## config.mk

```make
export PLATFORM = sky130hd
export DESIGN_NAME = seg7_readback
export DESIGN_NICKNAME = d
export VERILOG_FILES = /design/src/rtl/seg7_readback.sv
export SDC_FILE = /design/constraint.sdc
export NUM_CORES = 1
export LEC_CHECK = 0
export CAP_MARGIN = 20
export CORE_ASPECT_RATIO = 1.25
export CORE_MARGIN = 4
export CORE_UTILIZATION = 35
export DETAILED_ROUTE_END_ITERATION = 12
export MAX_ROUTING_LAYER = met4
export SYNTH_ARGS = -nofsm -noshare
export SYNTH_HDL_FRONTEND = slang
export SYNTH_SLANG_ARGS = --single-unit
```

## constraint.sdc

```tcl
create_clock -name CLOCK -period 3.7 [get_ports CLOCK]
set_input_delay 1.11 -clock CLOCK [delete_from_list [all_inputs] [get_ports CLOCK]]
set_output_delay 1.11 -clock CLOCK [all_outputs]
set_load 0.02 [all_outputs]
```

## src/rtl/seg7_readback.sv

```systemverilog
// Reads back the six HEX display patterns, requires each to hold steady across a
// dwell interval, and decodes them into hex nibbles with valid/blank flags.
module seg7_readback #(
  parameter int unsigned DWELL          = 4,
  parameter int unsigned MAX_RETRY      = 3,
  parameter bit          SEG_ACTIVE_LOW = 1'b0
) (
  input  logic        CLOCK,
  input  logic        RESET,
  input  logic        START,
  input  logic        MODE,
  input  logic [2:0]  ADDR,
  input  logic [6:0]  HEX0,
  input  logic [6:0]  HEX1,
  input  logic [6:0]  HEX2,
  input  logic [6:0]  HEX3,
  input  logic [6:0]  HEX4,
  input  logic [6:0]  HEX5,
  output logic        BUSY,
  output logic        DONE,
  output logic [23:0] DIGITS,
  output logic [5:0]  VALID,
  output logic [5:0]  BLANK,
  output logic        ERR
);

  // state   | meaning
  // IDLE    | waiting for START; latches MODE/ADDR
  // SAMPLE  | capture first sample s0 of the current display
  // WAIT    | dwell down-counter running
  // COMPARE | compare current pattern against s0, decode or retry
  // NEXT    | advance to the next display or finish
  // FINISH  | one-cycle DONE pulse
  typedef enum logic [2:0] {
    S_IDLE    = 3'd0,
    S_SAMPLE  = 3'd1,
    S_WAIT    = 3'd2,
    S_COMPARE = 3'd3,
    S_NEXT    = 3'd4,
    S_FINISH  = 3'd5
  } state_t;

  localparam int unsigned CNT_W = (DWELL > 1) ? $clog2(DWELL) : 1;
  localparam int unsigned RTY_W = (MAX_RETRY > 1) ? $clog2(MAX_RETRY) : 1;
  localparam logic [CNT_W-1:0] WAIT_LOAD = CNT_W'(DWELL - 1);
  localparam logic [RTY_W-1:0] RTY_LAST  = RTY_W'(MAX_RETRY - 1);
  localparam logic [2:0]       LAST_ADDR = 3'd5;

  state_t            state_q, state_d;
  logic              busy_q, busy_d;
  logic              done_q, done_d;
  logic [23:0]       digits_q, digits_d;
  logic [5:0]        valid_q, valid_d;
  logic [5:0]        blank_q, blank_d;
  logic              err_q, err_d;
  logic              mode_q, mode_d;
  logic [2:0]        cur_addr_q, cur_addr_d;
  logic [6:0]        s0_q, s0_d;
  logic [CNT_W-1:0]  wait_cnt_q, wait_cnt_d;
  logic [RTY_W-1:0]  retry_q, retry_d;

  logic [6:0] raw_pat;
  logic [6:0] s1;
  logic [3:0] dec_nib;
  logic       dec_valid;
  logic       dec_blank;

  always_comb begin
    raw_pat = 7'h00;
    case (cur_addr_q)
      3'd0:    raw_pat = HEX0;
      3'd1:    raw_pat = HEX1;
      3'd2:    raw_pat = HEX2;
      3'd3:    raw_pat = HEX3;
      3'd4:    raw_pat = HEX4;
      3'd5:    raw_pat = HEX5;
      default: raw_pat = 7'h00;
    endcase
  end

  // Normalise to active-high so the decode table is polarity independent.
  assign s1 = SEG_ACTIVE_LOW ? ~raw_pat : raw_pat;

  always_comb begin
    dec_nib   = 4'h0;
    dec_valid = 1'b1;
    dec_blank = 1'b0;
    case (s1)
      7'h3F: dec_nib = 4'h0;
      7'h06: dec_nib = 4'h1;
      7'h5B: dec_nib = 4'h2;
      7'h4F: dec_nib = 4'h3;
      7'h66: dec_nib = 4'h4;
      7'h6D: dec_nib = 4'h5;
      7'h7D: dec_nib = 4'h6;
      7'h07: dec_nib = 4'h7;
      7'h7F: dec_nib = 4'h8;
      7'h6F: dec_nib = 4'h9;
      7'h77: dec_nib = 4'hA;
      7'h7C: dec_nib = 4'hB;
      7'h39: dec_nib = 4'hC;
      7'h5E: dec_nib = 4'hD;
      7'h79: dec_nib = 4'hE;
      7'h71: dec_nib = 4'hF;
      7'h00: begin
        dec_valid = 1'b0;
        dec_blank = 1'b1;
      end
      default: dec_valid = 1'b0;
    endcase
  end

  always_comb begin
    state_d    = state_q;
    busy_d     = busy_q;
    done_d     = 1'b0;
    digits_d   = digits_q;
    valid_d    = valid_q;
    blank_d    = blank_q;
    err_d      = err_q;
    mode_d     = mode_q;
    cur_addr_d = cur_addr_q;
    s0_d       = s0_q;
    wait_cnt_d = wait_cnt_q;
    retry_d    = retry_q;

    case (state_q)
      S_IDLE: begin
        busy_d = 1'b0;
        if (START) begin
          mode_d = MODE;
          busy_d = 1'b1;
          if (MODE) begin
            valid_d    = 6'b0;
            blank_d    = 6'b0;
            err_d      = 1'b0;
            cur_addr_d = 3'd0;
            state_d    = S_SAMPLE;
          end else if (ADDR <= LAST_ADDR) begin
            valid_d[ADDR] = 1'b0;
            blank_d[ADDR] = 1'b0;
            err_d         = 1'b0;
            cur_addr_d    = ADDR;
            state_d       = S_SAMPLE;
          end else begin
            err_d   = 1'b1;
            done_d  = 1'b1;
            state_d = S_FINISH;
          end
        end
      end

      S_SAMPLE: begin
        s0_d       = s1;
        retry_d    = '0;
        wait_cnt_d = WAIT_LOAD;
        state_d    = S_WAIT;
      end

      S_WAIT: begin
        if (wait_cnt_q == '0) begin
          state_d = S_COMPARE;
        end else begin
          wait_cnt_d = wait_cnt_q - CNT_W'(1);
        end
      end

      S_COMPARE: begin
        if (s1 == s0_q) begin
          digits_d[{cur_addr_q, 2'b00} +: 4] = dec_nib;
          valid_d[cur_addr_q]                = dec_valid;
          blank_d[cur_addr_q]                = dec_blank;
          state_d                            = S_NEXT;
        end else if (retry_q == RTY_LAST) begin
          digits_d[{cur_addr_q, 2'b00} +: 4] = 4'h0;
          valid_d[cur_addr_q]                = 1'b0;
          blank_d[cur_addr_q]                = 1'b0;
          err_d                              = 1'b1;
          state_d                            = S_NEXT;
        end else begin
          // Re-arm the dwell using the newer pattern as the reference.
          retry_d    = retry_q + RTY_W'(1);
          s0_d       = s1;
          wait_cnt_d = WAIT_LOAD;
          state_d    = S_WAIT;
        end
      end

      S_NEXT: begin
        if (!mode_q || (cur_addr_q == LAST_ADDR)) begin
          done_d  = 1'b1;
          state_d = S_FINISH;
        end else begin
          cur_addr_d = cur_addr_q + 3'd1;
          state_d    = S_SAMPLE;
        end
      end

      S_FINISH: begin
        busy_d  = 1'b0;
        state_d = S_IDLE;
      end

      default: begin
        busy_d  = 1'b0;
        state_d = S_IDLE;
      end
    endcase
  end

  always_ff @(posedge CLOCK) begin
    if (RESET) begin
      state_q    <= S_IDLE;
      busy_q     <= 1'b0;
      done_q     <= 1'b0;
      digits_q   <= '0;
      valid_q    <= '0;
      blank_q    <= '0;
      err_q      <= 1'b0;
      mode_q     <= 1'b0;
      cur_addr_q <= '0;
      s0_q       <= '0;
      wait_cnt_q <= '0;
      retry_q    <= '0;
    end else begin
      state_q    <= state_d;
      busy_q     <= busy_d;
      done_q     <= done_d;
      digits_q   <= digits_d;
      valid_q    <= valid_d;
      blank_q    <= blank_d;
      err_q      <= err_d;
      mode_q     <= mode_d;
      cur_addr_q <= cur_addr_d;
      s0_q       <= s0_d;
      wait_cnt_q <= wait_cnt_d;
      retry_q    <= retry_d;
    end
  end

  assign BUSY   = busy_q;
  assign DONE   = done_q;
  assign DIGITS = digits_q;
  assign VALID  = valid_q;
  assign BLANK  = blank_q;
  assign ERR    = err_q;

endmodule

```

==> flow_summary.json <==
{
  "max_cap_viol_count": 0,
  "worstPathMaxFanout": 5,
  "syn_area_mm2": 0.00320,
  "slew_viol_final": 0,
  "die_h_um": 115,
  "dr_wl_met3_um": 420,
  "fill_cells": 831,
  "fp.coreArea_mm2": 0.00880,
  "root_buffer": "clkbuf_8",
  "cpMaxStageDelayCell": "a222oi_1",
  "crit_required_ns": 3.94,
  "crit_start": "HEX3[0]",
  "cts.sinks": 57,
  "vias": 3483,
  "worst_hold_path_type": "flip-flop to flip-flop",
  "critPathKind": "input pin to flip-flop",
  "status": "finished, final reports clean",
  "yosysTopAreaCell": "dfxtp_1",
  "p_seq_frac": 0.338,
  "antenna_found_initial": 0,
  "synth_top_family_by_area": "compound AO/OA/AOI/OAI gates",
  "synth_edf_count": 0,
  "swShare": 0.323,
  "setup_viol": 0,
  "gp_congestion": 0.939,
  "yosysSeqAreaShare": 0.356,
  "clock_latency_ns": 0.34,
  "hold_viol": 0,
  "syn_inst": 373,
  "irDropWorstVdd_v": 0.000213,
  "synth-simple-area-share": 0.212,
  "switching_power_uw": 629,
  "synth_mux_area_frac": 0.0195,
  "synth-seq-cells": 57,
  "finalPower_mw": 1.95,
  "async_flop_share": 0,
  "io_buffers": 87,
  "synth_top_area_frac": 0.356,
  "worstReg2RegStart": "cur_addr_q[0]",
  "die_w_um": 93.5,
  "power_frac_comb": 0.324,
  "slowest_delay_ns": 0.42,
  "synth_cell_type_count": 57,
  "cts_tree": "built",
  "synth_xor_area_frac": 0.0274,
  "syn_area_per_cell_um2": 8.58,
  "routed_via_density": 5.50,
  "synth_area_leaders": "dfxtp_1 (36%), a22o_1 (8.2%), nor2_1 (4.3%), ha_1 (3.9%), nand3_1 (2.8%)",
  "rsz0062_at_grt": "yes",
  "p_int_mw": 1.32,
  "syn_nets": 432,
  "synth-compound-area-share": 0.295,
  "htree_levels": 3,
  "slew_headroom": 0.503,
  "place_inst": 615,
  "drt_iter0_drc": 207,
  "dr.max_layer_used": "met4",
  "place_area_mm2": 0.00455,
  "gr-total-overflow": 0,
  "cts_buffers": 9,
  "worst_pin_slew_ns": 0.736,
  "period_needed_ns": 3.61,
  "cp-end-kind": "flip-flop",
  "power_frac_clock": 0.338,
  "dieArea_mm2": 0.0108,
  "power.density_mw_per_mm2": 405,
  "holdCritStartpoint": "BLANK[0]",
  "initial_core_util": 0.364,
  "drt-wirelength-per-cell_um": 16.5,
  "grt_pass1_vias": 3358,
  "postRouteAntennaNets": 0,
  "area_growth_pct": 50.1,
  "final_cell_count_no_fill": 633,
  "synth_flop_cell": "dfxtp_1",
  "pin_count": 88,
  "worst_ep_arrival_time_ns": 3.85,
  "critical_path.top_delay_family": "compound AO/OA/AOI/OAI gates",
  "cts_hold_buf": 0,
  "crit_chain": "clkdlybuf4s50_1, a222oi_1, o211ai_1, or2_2, o32a_1, o31ai_1, buf_4, nor4_2, o21a_1, a311oi_1",
  "drc": 0,
  "synth_adder_area_share": 0.0391,
  "grt_max_degree": 26,
  "wl_met1_um": 4610,
  "leakagePower_nw": 1.83,
  "clock_path_buffers": 2,
  "fin_crit_sh": 0.975,
  "dp_hpwl_um": 8280,
  "clock_skew_ns": 0.0117,
  "cp-start-kind": "input pin",
  "drtPass1Iterations": 6,
  "antennaDiodeCount": 0,
  "grt_pass1_wl_um": 16900,
  "layout.nets": 567,
  "drive_gt1_frac": 0.173,
  "ys_warn_count": 0,
  "clock.fmax_mhz": 277,
  "routed_wl_um": 10400,
  "fin_area_mm2": 0.00481,
  "clk_pin_slew_ns": 0.07,
  "dr_wl_met2_um": 5240,
  "rows": 38,
  "grt_usage": 0.201,
  "worst-path-buf-inv": 2
}
[sequential cells by signal, indices dropped and copies added (netlist names)]
register / flops
DIGITS: 24
s0_q: 7
BLANK: 6
VALID: 6
cur_addr_q: 3
state_q: 3
retry_q: 2
wait_cnt_q: 2
BUSY: 1
DONE: 1
ERR: 1
mode_q: 1
[stage by stage]
| step | TNS [ns] | utilization | setup slack [ns] | hold WS, ns |
|---|---|---|---|---|
| detailed placement | -7.89 | 0.517 | -0.322 | 0.439 |
| global route | -0.0280 | 0.546 | -0.0264 | 0.495 |
| finish | 0 | 0.546 | 0.0927 | 0.452 |
| CTS | 0 | 0.543 | 0.0115 | 0.457 |
| floorplan | 0 | - | 0.163 | 0.443 |
| global placement | -8.02 | 0.517 | -0.297 | 0.442 |
[power by group through the flow]
stage                     Combinational, mW  Clock, mW  Sequential [mW]
final                                 0.630      0.658            0.659
after global routing                  0.690      0.705            0.661
after CTS                             0.617      0.673            0.658
after detailed placement              0.614          0            0.672
after global placement                0.609          0            0.671
after floorplan                       0.348          0            0.666
[what timing repair did]
item                                   4_1_cts  5_1_grt
setup endpoints to repair                    0       22
gates resized for setup                      0        4
setup buffers                                0        2
endpoints found under the hold margin        0        0
[synth_stat cells, drive strengths merged (3+ instances only)]
master  number
a21oi       13
a311oi       4
o21ai       11
ha          10
or3          4
a22oi       10
buf          8
nor3        18
dfxtp       57
or4          3
a222oi       7
nand2       24
nor4         9
a21o         3
mux2i        4
a31oi       10
clkbuf      14
nand4        4
xor2         3
nand3       19
a22o        30
nor2        37
xnor2        7
o211ai       8
inv         15
o211a        4
a211oi       7
nor4b        4
[metal layers]
layer / GRT usage / vias to the layer above
met3: 0.0308 / 16
met2: 0.337 / 77
met4: 0.0723 / 0
met5: - / -
li1: - / 1710
met1: 0.245 / 1680
[path summary, 6_finish.rpt]
check,cells after the start,slack (ns),endpoint
hold reg to reg,1,0.45,BLANK[0]
setup / recovery,10,0.09,VALID[2]
hold / removal,1,0.45,BLANK[0]
setup reg to reg,12,0.15,VALID[2]
[cell type report]
cell class	count	area (um^2)	area share
clock buffers	9	124	0.0258
clock inverters	7	101	0.0211
inverters	15	56.3	0.0117
multi-input cells	279	1920	0.399
flip-flops and latches	57	1140	0.237
well taps	120	150	0.0312
repair buffers	146	1310	0.273
[cell families (layout without fill, tap and decap cells)]
kind of cell / Yosys count / in the layout
flip-flops: 57 / 57
buffers and inverters: 37 / 177
AO/OA/AOI/OAI: 123 / 123
AND/OR/NAND/NOR: 130 / 130
adder cells (fa/ha/maj): 10 / 10
multiplexers: 6 / 6
XOR/XNOR: 10 / 10
[placed cells by master (no fill, tap or decap), drive strengths merged, types with 10 or more instances in the layout]
master	instances
nand3	19
dfxtp	57
clkdlybuf4s50	87
ha	10
a22o	30
buf	59
a22oi	10
nor3	18
a21oi	13
inv	17
nor2	37
a31oi	10
nand2	24
o21ai	11
Power figures use the tool's default switching activity.
